==> src/rtl/sha_msg_ctrl.sv <==
`default_nettype none
// ============================================================================
// sha_msg_ctrl : SHA-2 message padder/sequencer feeding a word-per-cycle core
// Revision 1.0
// ============================================================================
module sha_msg_ctrl (
  input  logic        clk,
  input  logic        rst,
  input  logic        in_valid,
  output logic        in_ready,
  input  logic [31:0] in_data,
  input  logic        in_last,
  input  logic [1:0]  in_bytes,
  output logic        core_word_valid,
  output logic [31:0] core_word,
  output logic        core_first_blk,
  output logic        core_blk_start,
  input  logic        core_done,
  output logic        busy,
  output logic        msg_done
);

  typedef enum logic [2:0] {
    IDLE = 3'd0,
    LOAD = 3'd1,
    PAD  = 3'd2,
    ZERO = 3'd3,
    LENH = 3'd4,
    LENL = 3'd5,
    WAIT = 3'd6,
    FIN  = 3'd7
  } state_t;

  state_t      r_state;
  state_t      w_next;
  logic [3:0]  r_idx;
  logic [63:0] r_len;
  logic        r_first;
  logic        r_pad_pend;
  logic        r_msg_end;
  logic        r_len_done;
  logic        r_word_valid;
  logic        r_blk_start;
  logic [31:0] r_word;

  logic        w_accept;
  logic        w_emit;
  logic [31:0] w_word;
  logic [2:0]  w_nbytes;
  logic        w_set_pad;
  logic        w_set_end;
  logic        w_set_len_done;

  // Where to go after the word that carries the 0x80 marker at index idx.
  function automatic state_t after_marker(input logic [3:0] idx);
    if (idx == 4'd15)      return WAIT;
    else if (idx == 4'd13) return LENH;
    else                   return ZERO;
  endfunction

  assign in_ready = (r_state == IDLE) || (r_state == LOAD);
  assign w_accept = in_valid && in_ready;
  assign w_nbytes = (in_last && (in_bytes != 2'd0)) ? {1'b0, in_bytes} : 3'd4;

  always_comb begin
    w_next         = r_state;
    w_emit         = 1'b0;
    w_word         = 32'h0;
    w_set_pad      = 1'b0;
    w_set_end      = 1'b0;
    w_set_len_done = 1'b0;
    case (r_state)
      IDLE, LOAD: begin
        if (w_accept) begin
          w_emit = 1'b1;
          w_word = in_data;
          if (in_last) begin
            w_set_end = 1'b1;
            case (in_bytes)
              2'd1:    w_word = {in_data[31:24], 8'h80, 16'h0000};
              2'd2:    w_word = {in_data[31:16], 8'h80, 8'h00};
              2'd3:    w_word = {in_data[31:8], 8'h80};
              default: w_word = in_data;
            endcase
            if (in_bytes != 2'd0) begin
              w_next = after_marker(r_idx);
            end else if (r_idx == 4'd15) begin
              // Marker word must open the next block.
              w_next    = WAIT;
              w_set_pad = 1'b1;
            end else begin
              w_next = PAD;
            end
          end else begin
            w_next = (r_idx == 4'd15) ? WAIT : LOAD;
          end
        end
      end
      PAD: begin
        w_emit = 1'b1;
        w_word = 32'h8000_0000;
        w_next = after_marker(r_idx);
      end
      ZERO: begin
        w_emit = 1'b1;
        if (r_idx == 4'd13)      w_next = LENH;
        else if (r_idx == 4'd15) w_next = WAIT;
      end
      LENH: begin
        w_emit = 1'b1;
        w_word = r_len[63:32];
        w_next = LENL;
      end
      LENL: begin
        w_emit         = 1'b1;
        w_word         = r_len[31:0];
        w_set_len_done = 1'b1;
        w_next         = WAIT;
      end
      WAIT: begin
        if (core_done) begin
          if (r_len_done)      w_next = FIN;
          else if (r_pad_pend) w_next = PAD;
          else if (r_msg_end)  w_next = ZERO;
          else                 w_next = LOAD;
        end
      end
      FIN:     w_next = IDLE;
      default: w_next = IDLE;
    endcase
  end

  always_ff @(posedge clk) begin
    if (rst) r_state <= IDLE;
    else     r_state <= w_next;
  end

  always_ff @(posedge clk) begin
    if (rst) begin
      r_idx        <= 4'd0;
      r_len        <= 64'd0;
      r_first      <= 1'b0;
      r_pad_pend   <= 1'b0;
      r_msg_end    <= 1'b0;
      r_len_done   <= 1'b0;
      r_word_valid <= 1'b0;
      r_blk_start  <= 1'b0;
      r_word       <= 32'h0;
    end else begin
      r_word_valid <= w_emit;
      r_blk_start  <= w_emit && (r_idx == 4'd0);
      if (w_emit) begin
        r_word <= w_word;
        r_idx  <= r_idx + 4'd1;
      end
      if (w_accept) r_len <= r_len + {58'd0, w_nbytes, 3'b000};
      if (w_accept && (r_state == IDLE)) r_first <= 1'b1;
      if ((r_state == WAIT) && core_done) r_first <= 1'b0;
      if (w_set_end)      r_msg_end  <= 1'b1;
      if (w_set_pad)      r_pad_pend <= 1'b1;
      if (r_state == PAD) r_pad_pend <= 1'b0;
      if (w_set_len_done) r_len_done <= 1'b1;
      if (r_state == FIN) begin
        r_len      <= 64'd0;
        r_msg_end  <= 1'b0;
        r_len_done <= 1'b0;
        r_first    <= 1'b0;
      end
    end
  end

  assign core_word_valid = r_word_valid;
  assign core_word       = r_word;
  assign core_blk_start  = r_blk_start;
  assign core_first_blk  = r_first;
  assign busy            = (r_state != IDLE) && (r_state != FIN);
  assign msg_done        = (r_state == FIN);

endmodule
`default_nettype wire

==> config.mk <==
export PLATFORM = sky130hd
export DESIGN_NAME = sha_msg_ctrl
export DESIGN_NICKNAME = d
export VERILOG_FILES = /design/src/rtl/sha_msg_ctrl.sv
export SDC_FILE = /design/constraint.sdc
export NUM_CORES = 1
export LEC_CHECK = 0
export ABC_AREA = 1
export BUFFER_PORTS_ARGS = -buffer_cell sky130_fd_sc_hd__buf_2
export CORE_AREA = 2 2 119 133
export DETAILED_ROUTE_END_ITERATION = 10
export DIE_AREA = 0 0 121 135
export MAX_ROUTING_LAYER = met4
export PLACE_DENSITY = 0.66
export SYNTH_ARGS = -nofsm -noshare
export SYNTH_HDL_FRONTEND = slang
export SYNTH_SLANG_ARGS = --single-unit
export TNS_END_PERCENT = 20
==> constraint.sdc <==
create_clock -name clk -period 3.2 [get_ports clk]
set_clock_uncertainty 0.05 [all_clocks]
set_input_delay 0.8 -clock clk [delete_from_list [all_inputs] [get_ports clk]]
set_output_delay 0.8 -clock clk [all_outputs]
set_load 0.05 [all_outputs]
* Word-level counts from Yosys, hierarchy flattened
Cells that the tools add are included.
** Word-level totals
- Output and inout bits :: 38
- Flip-flop bits (word level) :: 109
- Input port bits :: 39
** Cells by class
- Add/subtract/negate cells :: 2
- Mux-type cells :: 30
- Eq/ne operators :: 16
- Reduce and logical (&&, ||, !) cells :: 17
** Operators by type and width (count)
- 32-bit one-hot mux with 4 select lines :: 1
- 24-bit one-hot mux with 3 select lines :: 1
- 64-bit by 6-bit adder with 64-bit output :: 1
- 3-bit 2-to-1 mux :: 12
- 32-bit 2-to-1 mux :: 1
- 24-bit 2-to-1 mux :: 1
- 3-bit one-hot mux with 7 select lines :: 1
- 3-bit == test, second input constant :: 4
- 1-bit 2-to-1 mux :: 10
- 4-bit == test, second input constant :: 2
- 3-bit by 2-bit == test with 1-bit output, second input constant :: 2
- 1-bit logical AND :: 6
- 3-bit inequality test, second input constant :: 2
- 2-bit OR reduction :: 3
- 4-bit by 1-bit adder with 4-bit output, second input constant :: 1
- 2-bit == test, second input constant :: 2
- 4-bit zero test :: 1
- 2-bit 2-to-1 mux :: 2
- 2-bit inequality test, second input constant :: 2
- 4-bit OR reduction :: 1
- 3-bit by 1-bit == test with 1-bit output, second input constant :: 1
- 3-bit zero test :: 1
- 3-bit AND reduction :: 1
- 3-bit nonzero test :: 1
- 5 further kinds :: 5

* Depth between registers and ports, before layout
- Depth in word-level cells :: 7
- Depth in mapped cells :: 16
- Gate-level depth less buffers :: 16

* Least setup slack after synthesis
No wires, ideal clock.
- Path type :: input to register
- Start :: input in_last
- End :: register r_len[59]
- Slack :: 0.607 ns
- Library setup time :: 0.118 ns
- Arrival time :: 2.425 ns
- Data required time :: 3.032 ns
- Stages :: 14
- Cell sequence :: nand2_1 > inv_1 > ha_1 > inv_1 > fa_1 > inv_1 > nand3_1 > nand2_1 > nand2_1 > nor2_4 > buf_2 > nand3_1 > nor3_1 > nor2_1
** Between the ends
- Cells in the longest elaborated chain, start to end :: 3
** Ends and longest elaborated chain
- start, declared :: RTL line 12 : input logic in_last,
- 1-bit logical AND :: RTL line 63 : assign w_nbytes = (in_last && (in_bytes != 2'd0)) ? {1'b0, in_bytes} : 3'd4;
- 3-bit 2-to-1 mux :: RTL line 63
- 64-bit by 6-bit adder with 64-bit output :: RTL line 156 : if (w_accept) r_len <= r_len + {58'd0, w_nbytes, 3'b000};
- end signal, assigned :: RTL line 156
- end, declared :: RTL line 37 : logic [63:0] r_len;
Every way passes these cells.
A chain may end at the register's enable or synchronous reset.

* Final worst setup path
- Start :: input in_bytes[1]
- End :: register r_len[42]
** Between the ends
- Cells in the longest elaborated chain, start to end :: 4
** Ends and longest elaborated chain
- start, declared :: RTL line 13 : input logic [1:0] in_bytes,
- 2-bit nonzero test :: RTL line 63
- 1-bit logical AND :: RTL line 63
- 3-bit 2-to-1 mux * :: RTL line 63
- 64-bit by 6-bit adder with 64-bit output * :: RTL line 156
Mark *: on every way between the ends. The rest lies on a longest branch, timed or not.

==> qor.yml <==
run:
  maxCapViolations: 0
final_layout:
  design_area_um2: 6750
  fill_cells: 1601
  final_layout_size_suffix_gt1_share_pct: 11.8
  synthToLayoutAreaGrowth_pct: 14.8
  insertedDiodeCount: 0
  final_nets: 1053
  fin_util_pct: 45.4
synth:
  synth_seq_cells: 106
  synth.net_count: 980
  async_flop_share_pct: 0
  dominantRegCellSynth: "dfxtp_1"
  ys_seq_area_share_pct: 36.1
  synth_cells: 933
  syn-cell-area_um2: 5880
  synth_cell_type_count: 37
  yosysTopAreaCellShare_pct: 36.1
  synth.area.top_cells: "dfxtp_1 36%, nand2_1 15%, nor2_1 10%, a21oi_1 7.1%, inv_1 6.7%"
  synth-edff-count: 0
  synth_top_area_cell: "dfxtp_1"
  yosys_warnings: 0
  synth_common_cells: "234 x nand2_1, 162 x nor2_1, 106 x dfxtp_1"
  syn_avg_cell_area_um2: 6.31
  yosysMostFrequentCell: "nand2_1"
grt:
  grt_pass1_vias: 5778
  grt_usage_pct: 26.0
  grt_remaining_overflow: 0
  antenna_found_initial: 0
  grt_pass1_wl_mm: 31.2
  grt_max_degree: 46
floorplan:
  design.die.area_um2: 16300
  coreArea_um2: 14900
  row_count: 47
  initial_core_util_pct: 39.5
  die_y_um: 135
  io_pins: 77
  chipWidth_um: 121
power_and_ir_drop:
  power_mw: 4.13
  irDropWorstVdd_mv: 0.248
  powerDensity_nw_per_um2: 612
  p_leak_nw: 2.50
setup_path:
  cp_max_fo: 11
  timing.critical_path.from_type: "input pin"
  critical_path_buf_inv_count: 3
  crit_required_ns: 3.40
  slowest_stage: "ha_1"
  slowest_delay_ns: 0.35
  crit_arrival_ns: 2.90
  endpoint_kind: "flip-flop"
  worstPathCellList: "buf_2 -> nand2_1 -> nand2_1 -> inv_1 -> ha_1 -> nand3_1 -> nand3_1 -> nand2_1 -> nor2_1 -> buf_4 -> nand3_1 -> o21ai_0 -> a21oi_1"
  cp_top_family: "simple AND/OR/NAND/NOR gates"
  path_class: "in -> reg"
placement:
  dpl.hpwl_mm: 16.4
  place_ws_ns: 0.149
  gp_congestion: 1.04
  io_buffers: 76
  dpl_cell_area_um2: 6460
drt:
  firstDrtPassIters: 5
  wire_per_inst_um: 17.2
  postRouteAntennaNets: 0
  vias_per_cell: 5.21
  routed_wl_mm: 20.7
  num_vias: 6284
  drc: 0
  drt-initial-drc-count: 422
cts:
  cts.clk_slew.worst_paths_ns: 0.07
  cts_hold_buf: 0
  post_cts_buffers: 0
  cts_tree: "yes"
  h-tree-depth: 3
  cts_sinks: 106
  cts_root_buf: "clkbuf_16"
  cts_resized: 0
  cts_buffers: 9
  clock_path_buffers: 2
  insertion_delay_ns: 0.36
sta:
  fin_setup_tns_ns: 0
  tightest_slew_ns: 0.641
  finalCritPeriodShare_pct: 84.5
  finalHoldViolations: 0
  layout_min_cycle_time_ns: 2.70
  grt_setup_unrepaired: "false"
  slew_viol_final: 0
  finalSetupViolCount: 0
  relSlewSlack_pct: 56.8
  fmax_ghz: 0.370
  worst_slack_ns: 0.497
min_path:
  hp-class: "reg -> reg"
outcome:
  status: "completed"
[final cells by class]
| cell class | instances | area [um^2] | area share (%) |
|---|---|---|---|
| Multi-Input combinational cell | 693 | 3220 | 47.7 |
| Tap cell | 196 | 245 | 3.63 |
| Clock buffer | 9 | 225 | 3.34 |
| Inverter | 110 | 415 | 6.15 |
| Sequential cell | 106 | 2120 | 31.4 |
| Clock inverter | 7 | 71.3 | 1.06 |
| Timing Repair Buffer | 86 | 455 | 6.74 |
[per-layer routing]
layer  GRT usage [%]  part of all wire (%)  wire length (um)  up-vias
li1                -                     -                 -     3186
met1            31.2                    42              8760     2819
met2            41.3                    46              9620      222
met3            4.39                   5.9              1230       57
met4            14.7                   5.4              1120        0
met5               -                     0                 0        -
[cells by family (layout without fill, tap and decap cells)]
group	count (synthesis)	after routing	synth area share (%)
AND/OR/NAND/NOR	498	498	35.4
AO/OA/AOI/OAI	179	179	16.3
flip-flops	106	106	36.1
XOR/XNOR	8	8	1.19
buffers and inverters	134	212	9.23
adder cells (fa/ha/maj)	8	8	1.83
[registers in the layout (all words and copies together) (netlist names)]
name	flops
r_msg_end	1
r_idx	4
core_word_valid	1
r_len_done	1
core_word	32
core_blk_start	1
r_pad_pend	1
core_first_blk	1
r_len	61
r_state	3
[cells in the final DEF, fill, tap and decap left out, types with 16 or more instances in the layout]
cell and instances:
o21ai_0 52, nand4_1 20, nor3_1 17, nand3_1 49, a21oi_1 84, nand2_1 234
nor2_1 162, dfxtp_1 106, a31oi_1 20, o22ai_1 16, buf_2 76, inv_1 105
[tightest hold or removal path, stage by stage (launching register included)]
cell,delay (ns)
dfxtp_1,0.32
inv_1,0.05
a21oi_1,0.05
[stage by stage]
| stage | hold slack, ns | cells |
|---|---|---|
| final | 0.405 | 1207 |
| after global routing | 0.422 | 1207 |
| after CTS | 0.409 | 1207 |
| after detailed placement | 0.398 | 1191 |
| after global placement | 0.392 | 1191 |
| after floorplan | 0.380 | 933 |
[power by group]
part	internal, mW	leakage [nW]	switching (mW)	total, mW
Clock	0.551	0.139	0.569	1.12
Combinational	0.360	1.51	1.10	1.46
Sequential	1.46	0.860	0.0934	1.55
Total	2.37	2.50	1.76	4.13
[worst paths after layout]
check	start	end	slack [ns]	cells past startpoint
worst max-delay path	in_bytes[1]	r_len[42]	0.50	13
worst min-delay path	r_msg_end	r_msg_end	0.41	2
worst max register to register	r_len[3]	r_len[53]	0.90	13
worst min register to register	r_msg_end	r_msg_end	0.41	2
Power figures use the tool's default switching activity.
